<file path="src/rtl/tt_sweep_ctrl_if.sv">
// Bus between the sweep controller and its requester / gate-under-test.
// The master side issues sweep requests and closes the loop through the gate.
interface tt_sweep_ctrl_if;
  logic       start;
  logic [3:0] expect_tt;
  logic       dut_s;
  logic       dut_a;
  logic       dut_b;
  logic       busy;
  logic       done;
  logic       pass;
  logic [3:0] captured_tt;
  logic [3:0] fail_mask;

  modport master (
    output start, expect_tt, dut_s,
    input  dut_a, dut_b, busy, done, pass, captured_tt, fail_mask
  );

  modport slave (
    input  start, expect_tt, dut_s,
    output dut_a, dut_b, busy, done, pass, captured_tt, fail_mask
  );
endinterface

</file>
<file path="src/rtl/tt_sweep_ctrl.sv">
// Clocked truth-table sweep of a 2-input gate: drives minterms 0..3, waits SETTLE
// cycles each, samples the gate output and compares it against a latched expectation.
module tt_sweep_ctrl #(
  parameter int unsigned SETTLE = 1
) (
  input  logic            clk,
  input  logic            clear,
  tt_sweep_ctrl_if.slave  bus
);

  typedef enum logic [1:0] {IDLE, APPLY, SAMPLE, DONE} state_t;

  localparam logic [3:0] SETTLE_LD = 4'(SETTLE);

  state_t     state, state_nx;
  logic [3:0] cnt, cnt_nx;
  logic [1:0] m, m_nx;
  logic [3:0] exp_q, exp_nx;
  logic [3:0] cap, cap_nx;
  logic [3:0] fm, fm_nx;
  logic       busy_q, busy_nx;
  logic       done_q, done_nx;
  logic       pass_q, pass_nx;

  always_ff @(posedge clk or negedge clear) begin
    if (!clear) begin
      state  <= IDLE;
      cnt    <= '0;
      m      <= '0;
      exp_q  <= '0;
      cap    <= '0;
      fm     <= '0;
      busy_q <= 1'b0;
      done_q <= 1'b0;
      pass_q <= 1'b0;
    end else begin
      state  <= state_nx;
      cnt    <= cnt_nx;
      m      <= m_nx;
      exp_q  <= exp_nx;
      cap    <= cap_nx;
      fm     <= fm_nx;
      busy_q <= busy_nx;
      done_q <= done_nx;
      pass_q <= pass_nx;
    end
  end

  always_comb begin
    state_nx = state;
    cnt_nx   = cnt;
    m_nx     = m;
    exp_nx   = exp_q;
    cap_nx   = cap;
    fm_nx    = fm;
    busy_nx  = busy_q;
    done_nx  = done_q;
    pass_nx  = pass_q;
    case (state)
      IDLE, DONE: begin
        if (bus.start) begin
          exp_nx   = bus.expect_tt;
          m_nx     = 2'd0;
          cap_nx   = 4'd0;
          fm_nx    = 4'd0;
          busy_nx  = 1'b1;
          done_nx  = 1'b0;
          pass_nx  = 1'b0;
          cnt_nx   = SETTLE_LD;
          state_nx = APPLY;
        end
      end
      APPLY: begin
        cnt_nx = cnt - 4'd1;
        if (cnt == 4'd1) state_nx = SAMPLE;
      end
      SAMPLE: begin
        cap_nx[m] = bus.dut_s;
        fm_nx[m]  = bus.dut_s ^ exp_q[m];
        // the last minterm exits to DONE, so m never wraps
        if (m == 2'd3) begin
          busy_nx  = 1'b0;
          done_nx  = 1'b1;
          pass_nx  = (fm_nx == 4'd0);
          state_nx = DONE;
        end else begin
          m_nx     = m + 2'd1;
          cnt_nx   = SETTLE_LD;
          state_nx = APPLY;
        end
      end
      default: state_nx = IDLE;
    endcase
  end

  // the minterm register doubles as the registered gate drive
  assign bus.dut_a       = m[1];
  assign bus.dut_b       = m[0];
  assign bus.busy        = busy_q;
  assign bus.done        = done_q;
  assign bus.pass        = pass_q;
  assign bus.captured_tt = cap;
  assign bus.fail_mask   = fm;

endmodule

</file>
<file path="src/flat_wrapper.sv">
// flat-port wrapper written by rule: the top's interface ports become plain ports
module tt_sweep_ctrl_flat 
#(
  parameter int unsigned SETTLE = 1
)
  (clk, clear, bus_start, bus_expect_tt, bus_dut_s, bus_dut_a, bus_dut_b, bus_busy, bus_done, bus_pass, bus_captured_tt, bus_fail_mask);
  tt_sweep_ctrl_if bus_i ();
  input  logic clk;
  input  logic clear;
  input wire logic [$bits(bus_i.start)-1:0] bus_start;
  input wire logic [$bits(bus_i.expect_tt)-1:0] bus_expect_tt;
  input wire logic [$bits(bus_i.dut_s)-1:0] bus_dut_s;
  output wire logic [$bits(bus_i.dut_a)-1:0] bus_dut_a;
  output wire logic [$bits(bus_i.dut_b)-1:0] bus_dut_b;
  output wire logic [$bits(bus_i.busy)-1:0] bus_busy;
  output wire logic [$bits(bus_i.done)-1:0] bus_done;
  output wire logic [$bits(bus_i.pass)-1:0] bus_pass;
  output wire logic [$bits(bus_i.captured_tt)-1:0] bus_captured_tt;
  output wire logic [$bits(bus_i.fail_mask)-1:0] bus_fail_mask;
  assign bus_i.start = bus_start;
  assign bus_i.expect_tt = bus_expect_tt;
  assign bus_i.dut_s = bus_dut_s;
  assign bus_dut_a = bus_i.dut_a;
  assign bus_dut_b = bus_i.dut_b;
  assign bus_busy = bus_i.busy;
  assign bus_done = bus_i.done;
  assign bus_pass = bus_i.pass;
  assign bus_captured_tt = bus_i.captured_tt;
  assign bus_fail_mask = bus_i.fail_mask;
  tt_sweep_ctrl #(.SETTLE(SETTLE)) u_core (.clk(clk), .clear(clear), .bus(bus_i));
endmodule
</file>
<file path="config.mk">
export PLATFORM = sky130hd
export DESIGN_NAME = tt_sweep_ctrl_flat
export DESIGN_NICKNAME = d
export VERILOG_FILES = /design/src/rtl/tt_sweep_ctrl_if.sv /design/src/rtl/tt_sweep_ctrl.sv /design/src/flat_wrapper.sv
export SDC_FILE = /design/constraint.sdc
export NUM_CORES = 1
export LEC_CHECK = 0
export CELL_PAD_IN_SITES_DETAIL_PLACEMENT = 2
export CELL_PAD_IN_SITES_GLOBAL_PLACEMENT = 2
export CORE_UTILIZATION = 36
export CTS_CLUSTER_DIAMETER = 120
export DETAILED_ROUTE_END_ITERATION = 8
export PLACE_DENSITY_LB_ADDON = 0.1
export SYNTH_ARGS = -nofsm -noshare
export SYNTH_HDL_FRONTEND = slang
export SYNTH_SLANG_ARGS = --single-unit
</file>
<file path="constraint.sdc">
create_clock -name clk -period 4.7 [get_ports clk]
set_clock_uncertainty 0.1 [all_clocks]
set_input_delay 1.41 -clock clk [delete_from_list [all_inputs] [get_ports clk]]
set_output_delay 1.41 -clock clk [all_outputs]
set_load 0.05 [all_outputs]
</file>
==> results.md, run 1 <==
* Register bit total from synthesis at 23
* Root Driver: clkbuf_8
* Final Worst Setup Slack at 1.50 ns
* Slew Limit Fails at 0
* Status: complete, no violations
* Inst Count DP at just under 200
* Rel. slew slack at 28.0%
* CP endpoint kind: flop
* # Post-CTS Setup Buffers at 0
* IO Port Bufs at 20
* Worst skew pair latency at 0.27 ns
* Via density at 5.56
* Vias in the first global route at between 1k and 1.5k
* RSZ-0062 raised after global routing: no
* Cell row count at 22
* Global-route wire length before repair at 6400 um
* CP Class: in2reg
* Total power at 0.884 mW
* Hold Fails Final Rpt at 0
* P_sw at 0.389 mW
* CP required at 4.76 ns
* Mapped Area at 1380 sq um
* Hold Buf Count CTS at 0
* Startpoint Class: input pin
* Total track usage at between 20% and 30%
* Worst vdd ir at 0.000191 V
* Via count at 1,129
* Drt wl/cell at 18.0 um
* CORE AREA at 3660 sq um
* Leakage power at around 0.7 nW
* # nets final at 173
* DIE AREA at between 4000 and 5000 sq um
* Initial antenna violation count at 0
* Setup TNS at 0 ns
* Switching Fraction at 44.0%
* Total CTS buffers at 3
* Crit share post-route at 68.1%
* Final cell count without fillers at 203
* Final setup fails at 0
* Comb power frac at 51.7%
* Post-cts sizing count at 0
* Area growth syn-to-layout at 19.2%
* Pre-CTS WS at about 1.2 ns
* Avg Inst Size Synth at 9.91 sq um
* Initial core utilization at 37.6%
* Die W at between 60 and 70 um
* Synth cell types at 36
* Worst-margin pin slew at 1.08 ns
* Clock sinks at 23
* Pwr Density at 538 nW/um^2
* H-Tree Level Count at 1
* Drt drc at 0
* Mapped Cells at roughly 140
* FMAX at 313 MHz
* Max Cap Viol at 0
* Initial DRC count at 13
* Reg power frac at roughly 34%
* DP Area at 1600 sq um
* Cell-internal power at ~0.50 mW
* Register area share after synthesis at between 40% and 50%
* Num ports at 21
* Grt total ovfl at 0
* Clock buffer depth at 2
* RePlAce Congestion at 0.714
* Worst EP arrival at 3.26 ns
* Routed WL at roughly 3700 um
* Diode count at 0
* Largest net degree at the start of global routing at 24
* Drt pass-1 iters at 4
* CTS tree: built
* Dpl hpwl at 2700 um
* Clk network pwr share at 14.2%
* Post-Route Utilization at 44.8%
* Final hold slack at 0.422 ns
* Finished Cell Area at approximately 1600 sq um
* Ys Warns at 0
* Ratio of cells with drive above 1 in the final layout at 7.74%
* Antenna-violating nets left at 0
* Syn_nets at 156
* Worst Hold Class: reg2reg
* Die H at between 60 and 70 um
* Minimum clock period at 3.20 ns
* Clock transition at path regs at around 0.080 ns
* Crit Path Max Fanout at 13
[path summary, 6_finish.rpt]
path	start	endpoint	slack, ns	cells after the start
hold / removal	u_core.exp_q[0]$_DFFE_PN0P_	u_core.exp_q[0]$_DFFE_PN0P_	0.42	1
setup / recovery	bus_start	u_core.cnt[3]$_DFFE_PN0P_	1.50	4
min in group asynchronous	clear	u_core.bus.fail_mask[0]$_DFFE_PN0P_	1.62	1
hold reg to reg	u_core.exp_q[0]$_DFFE_PN0P_	u_core.exp_q[0]$_DFFE_PN0P_	0.42	1
setup reg to reg	u_core.state[0]$_DFFE_PN0P_	u_core.cnt[3]$_DFFE_PN0P_	2.26	5
max in group asynchronous	clear	u_core.bus.captured_tt[3]$_DFFE_PN0P_	2.24	1
[worst max-delay path, cell delays in order]
cell	delay, ns
clkdlybuf4s50_1	0.66
nor2b_1	0.71
nor2_1	0.19
a32o_1	0.29
[cells in the final DEF, fill, tap and decap left out]
cell type and count:
o21ai_0 9, a21oi_1 7, inv_1 10, o221ai_1 6
clkbuf_1 1, and2_1 1, o31ai_1 3, nand4b_1 1
nor4_1 1, a21o_1 1, mux2i_1 4, dfrtp_1 23
o22ai_1 2, or3b_2 1, ha_1 9, nand3_1 4
a22oi_1 2, nand2_1 8, a221oi_1 1, mux4_2 1
a31oi_1 5, a32o_1 1, a22o_1 1, nor2b_1 10
clkbuf_8 3, mux2_2 5, nand4_1 1, and3_1 3
a41o_1 1, o21a_1 1, and2_2 1, clkdlybuf4s50_1 20
nor2_1 3, clkinv_1 1, nand2b_1 3, xnor2_2 1
[flip-flops by register name, indices dropped and copies added (netlist names)]
register	flops
u_core.bus.done	1
u_core.bus.pass	1
u_core.m	2
u_core.state	2
u_core.cnt	4
u_core.bus.busy	1
u_core.exp_q	4
u_core.bus.fail_mask	4
u_core.bus.captured_tt	4
[metal layers]
layer	part of all wire [%]	GRT usage, %	wire, um
met5	0	0	0
met2	52	37.2	1900
met3	3.5	3.75	126
met1	43	24.3	1560
met4	1.7	8.81	61
[cell usage after synthesis]
cell type,n,area [sq um]
nor4_1,1,6.26
a41o_1,1,10.0
mux2i_1,4,40.0
o31ai_1,3,22.5
nor2_1,3,11.3
mux4_2,1,22.5
o21a_1,1,7.51
a22o_1,1,8.76
nor2b_1,10,62.6
ha_1,9,113
or3b_2,1,8.76
nand3_1,4,20.0
nand2b_1,3,18.8
clkbuf_1,4,15.0
a22oi_1,2,15.0
and2_2,1,7.51
and3_1,3,18.8
a31oi_1,5,31.3
buf_6,1,11.3
xnor2_2,1,16.3
nand2_1,8,30.0
a32o_1,1,10.0
mux2_2,5,56.3
a221oi_1,1,8.76
nand4_1,1,6.26
a21oi_1,7,35.0
dfrtp_1,23,576
a21o_1,1,7.51
inv_1,10,37.5
and2_1,1,6.26
o21ai_0,9,45.0
o221ai_1,6,52.6
clkinv_1,1,3.75
nand4b_1,1,8.76
o22ai_1,2,12.5
buf_2,3,15.0
[final cells by class]
type                            count  area [sq um]
Tap cell                           48          60.1
Clock buffer                        4          45.0
Fill cell                         414          2020
Timing Repair Buffer               20           200
Sequential cell                    23           576
Inverter                           11          41.3
Multi-Input combinational cell     97           719
[logic make-up after synthesis]
logic type      after synthesis  share of synthesized area (%)
buf+inv                      19                           5.99
simple gates                 37                           14.9
fa+ha+maj                     9                           8.17
flops                        23                           41.8
xor+xnor                      1                           1.18
compound gates               40                           19.3
mux                          10                           8.63
[power by group through the flow]
stage	Clock [mW]	Combinational (mW)	Sequential, mW
after detailed placement	0	0.457	0.306
after global routing	0.140	0.504	0.311
after global placement	0	0.436	0.299
after CTS	0.132	0.466	0.302
after floorplan	0	0.285	0.348
final	0.126	0.457	0.301
(Power assumes the default switching activity.)
==> run 2, diff against run 1 <==
CORE_UTILIZATION = 30   (was 36)
clock period = 2.8 ns   (was 4.7 ns; I/O delays follow)
==> run 2 against run 1 <==
- sequential power is 68% higher
- hold slack lost 0.0030 ns
- combinational power rose by 74%
- wire length up 3.6%
- highest routed layer unchanged
- flip-flop and latch count did not move
- first-iteration DRC count grew to 4.7 times the previous value
- clock-buffer cell count unchanged
==> results.md, run 2 (same netlist as run 1, synthesis figures left out) <==
* Slew Limit Fails at 0
* Status: complete, no violations
* Initial core utilization at a little under a third
* CP max stage cell: clkdlybuf4s50_1
* H-Tree Level Count at 1
* Cell-internal power at 0.852 mW
* CP delay by family, top: buffers and inverters
* Worst Hold Class: reg2reg
* # Post-CTS Setup Buffers at 0
* Clock sinks at 23
* CP Class: reg2out
* Via count at 1,159
* Cell row count at 24
* Commonest cells after routing, fill and taps aside: dfrtp_1 (23), clkdlybuf4s50_1 (20), inv_1 (10), nor2b_1 (10)
* Drt pass-1 iters at 4
* Root Driver: clkbuf_8
* CP max stage delay at 0.87 ns
* Startpoint Class: flop
* Minimum clock period at 2.61 ns
* Via density at around 5.5
* # nets final at 177
* Worst EP arrival at 1.67 ns
* Routed WL at approximately 3800 um
* Final setup fails at 0
* Drt drc at 0
* Vias in the first global route at about 1.2k
* Max Cap Viol at 0
* Clock transition at path regs at 0.09 ns
* Die H at 69.8 um
* Hold Buf Count CTS at 0
* CORE AREA at between 4000 and 5000 sq um
* Post-cts sizing count at 0
* FMAX at 383 MHz
* Initial antenna violation count at 0
* CP endpoint kind: primary output
* Total track usage at 16.6%
* Global-route wire length before repair at 6390 um
* Ratio of cells with drive above 1 in the final layout at 10.1%
* Area growth syn-to-layout at 21.7%
* Crit path buf inv count at 1
* Initial DRC count at 61
* Num ports at 21
* Setup TNS at 0 ns
* RePlAce Congestion at 0.765
* Clk network pwr share at 14.4%
* CP required at 1.86 ns
* IO Port Bufs at 20
* Worst-margin pin slew at 0.661 ns
* Antenna-violating nets left at 0
* Die W at 69.8 um
* DIE AREA at roughly 5000 sq um
* Crit Path Max Fanout at 9
* Internal reg-to-reg setup slack at 0.58 ns
* Pwr Density at 908 nW/um^2
* Rel. slew slack at a little under three fifths
* Comb power frac at 52.4%
* CP Cell Sequence: clkdlybuf4s50_1
* Clock buffer depth at 2
* Drt wl/cell at 17.9 um
* Commonest non-fill, non-tap cell in the layout: dfrtp_1
* Leakage power at 0.721 nW
* Grt total ovfl at 0
* Crit share post-route at about 93%
* Diode count at 0
* Largest net degree at the start of global routing at 24
* Hold Fails Final Rpt at 0
* Reg power frac at 33.3%
* Switching Fraction at 44.1%
* Total CTS buffers at 3
* Worst skew pair latency at 0.27 ns
* RSZ-0062 raised after global routing: no
* CTS tree: built
* P_sw at 0.671 mW
* Worst vdd ir at around 0.00036 V
* Total power at 1.52 mW
* Dpl hpwl at 2770 um
run 2: cell count changes in the layout (fill, tap and decap cells not counted), sizes merged:
cell	change
buf	+4
run 2: power groups by stage:
stage	Combinational, mW	Sequential (mW)	Clock [mW]
2_1_floorplan	0.478	0.584	0
3_3_place_gp	0.772	0.506	0
3_5_place_dp	0.809	0.516	0
4_1_cts	0.812	0.510	0.230
5_1_grt	0.876	0.524	0.234
6_report	0.797	0.507	0.218
run 2: metal layers:
| metal | vias to the layer above | routed length (um) | part of all wire [%] | GRT usage [%] |
|---|---|---|---|---|
| met2 | 17 | 1910 | 50 | 28.2 |
| met5 | - | 0 | 0 | 0 |
| li1 | 546 | - | - | - |
| met3 | 4 | 83 | 2.2 | 2.33 |
| met1 | 592 | 1750 | 46 | 22.0 |
| met4 | 0 | 38 | 1.0 | 4.67 |
run 2: worst paths after layout:
check / cells after the start / start / endpoint
max: 1 / u_core.m[0]$_DFFE_PN0P_ / bus_dut_b
min: 1 / u_core.exp_q[3]$_DFFE_PN0P_ / u_core.exp_q[3]$_DFFE_PN0P_
max reg2reg: 5 / u_core.state[0]$_DFFE_PN0P_ / u_core.bus.captured_tt[3]$_DFFE_PN0P_
min reg2reg: 1 / u_core.exp_q[3]$_DFFE_PN0P_ / u_core.exp_q[3]$_DFFE_PN0P_
max in group asynchronous: 2 / clear / u_core.bus.busy$_DFFE_PN0P_
min in group asynchronous: 2 / clear / u_core.bus.fail_mask[1]$_DFFE_PN0P_
run 2: per-stage QoR:
step / cells / cell area [sq um] / worst slack (ns) / util [%] / hold slack [ns]
floorplan: 139 / 1380 / 0.872 / - / 0.374
global placement: 207 / 1630 / 0.450 / 37.2 / 0.383
detailed placement: 207 / 1630 / 0.417 / 37.2 / 0.404
CTS: 211 / 1680 / 0.174 / 38.2 / 0.426
global route: 211 / 1680 / 0.0924 / 38.2 / 0.443
finish: 211 / 1680 / 0.192 / 38.2 / 0.419
run 2: area by class of cell:
cell class / count / area, sq um
Sequential cell: 23 / 576
Multi-Input combinational cell: 97 / 719
Fill cell: 462 / 2710
Timing Repair Buffer: 24 / 230
Inverter: 11 / 41.3
Tap cell: 52 / 65.1
Clock buffer: 4 / 45.0
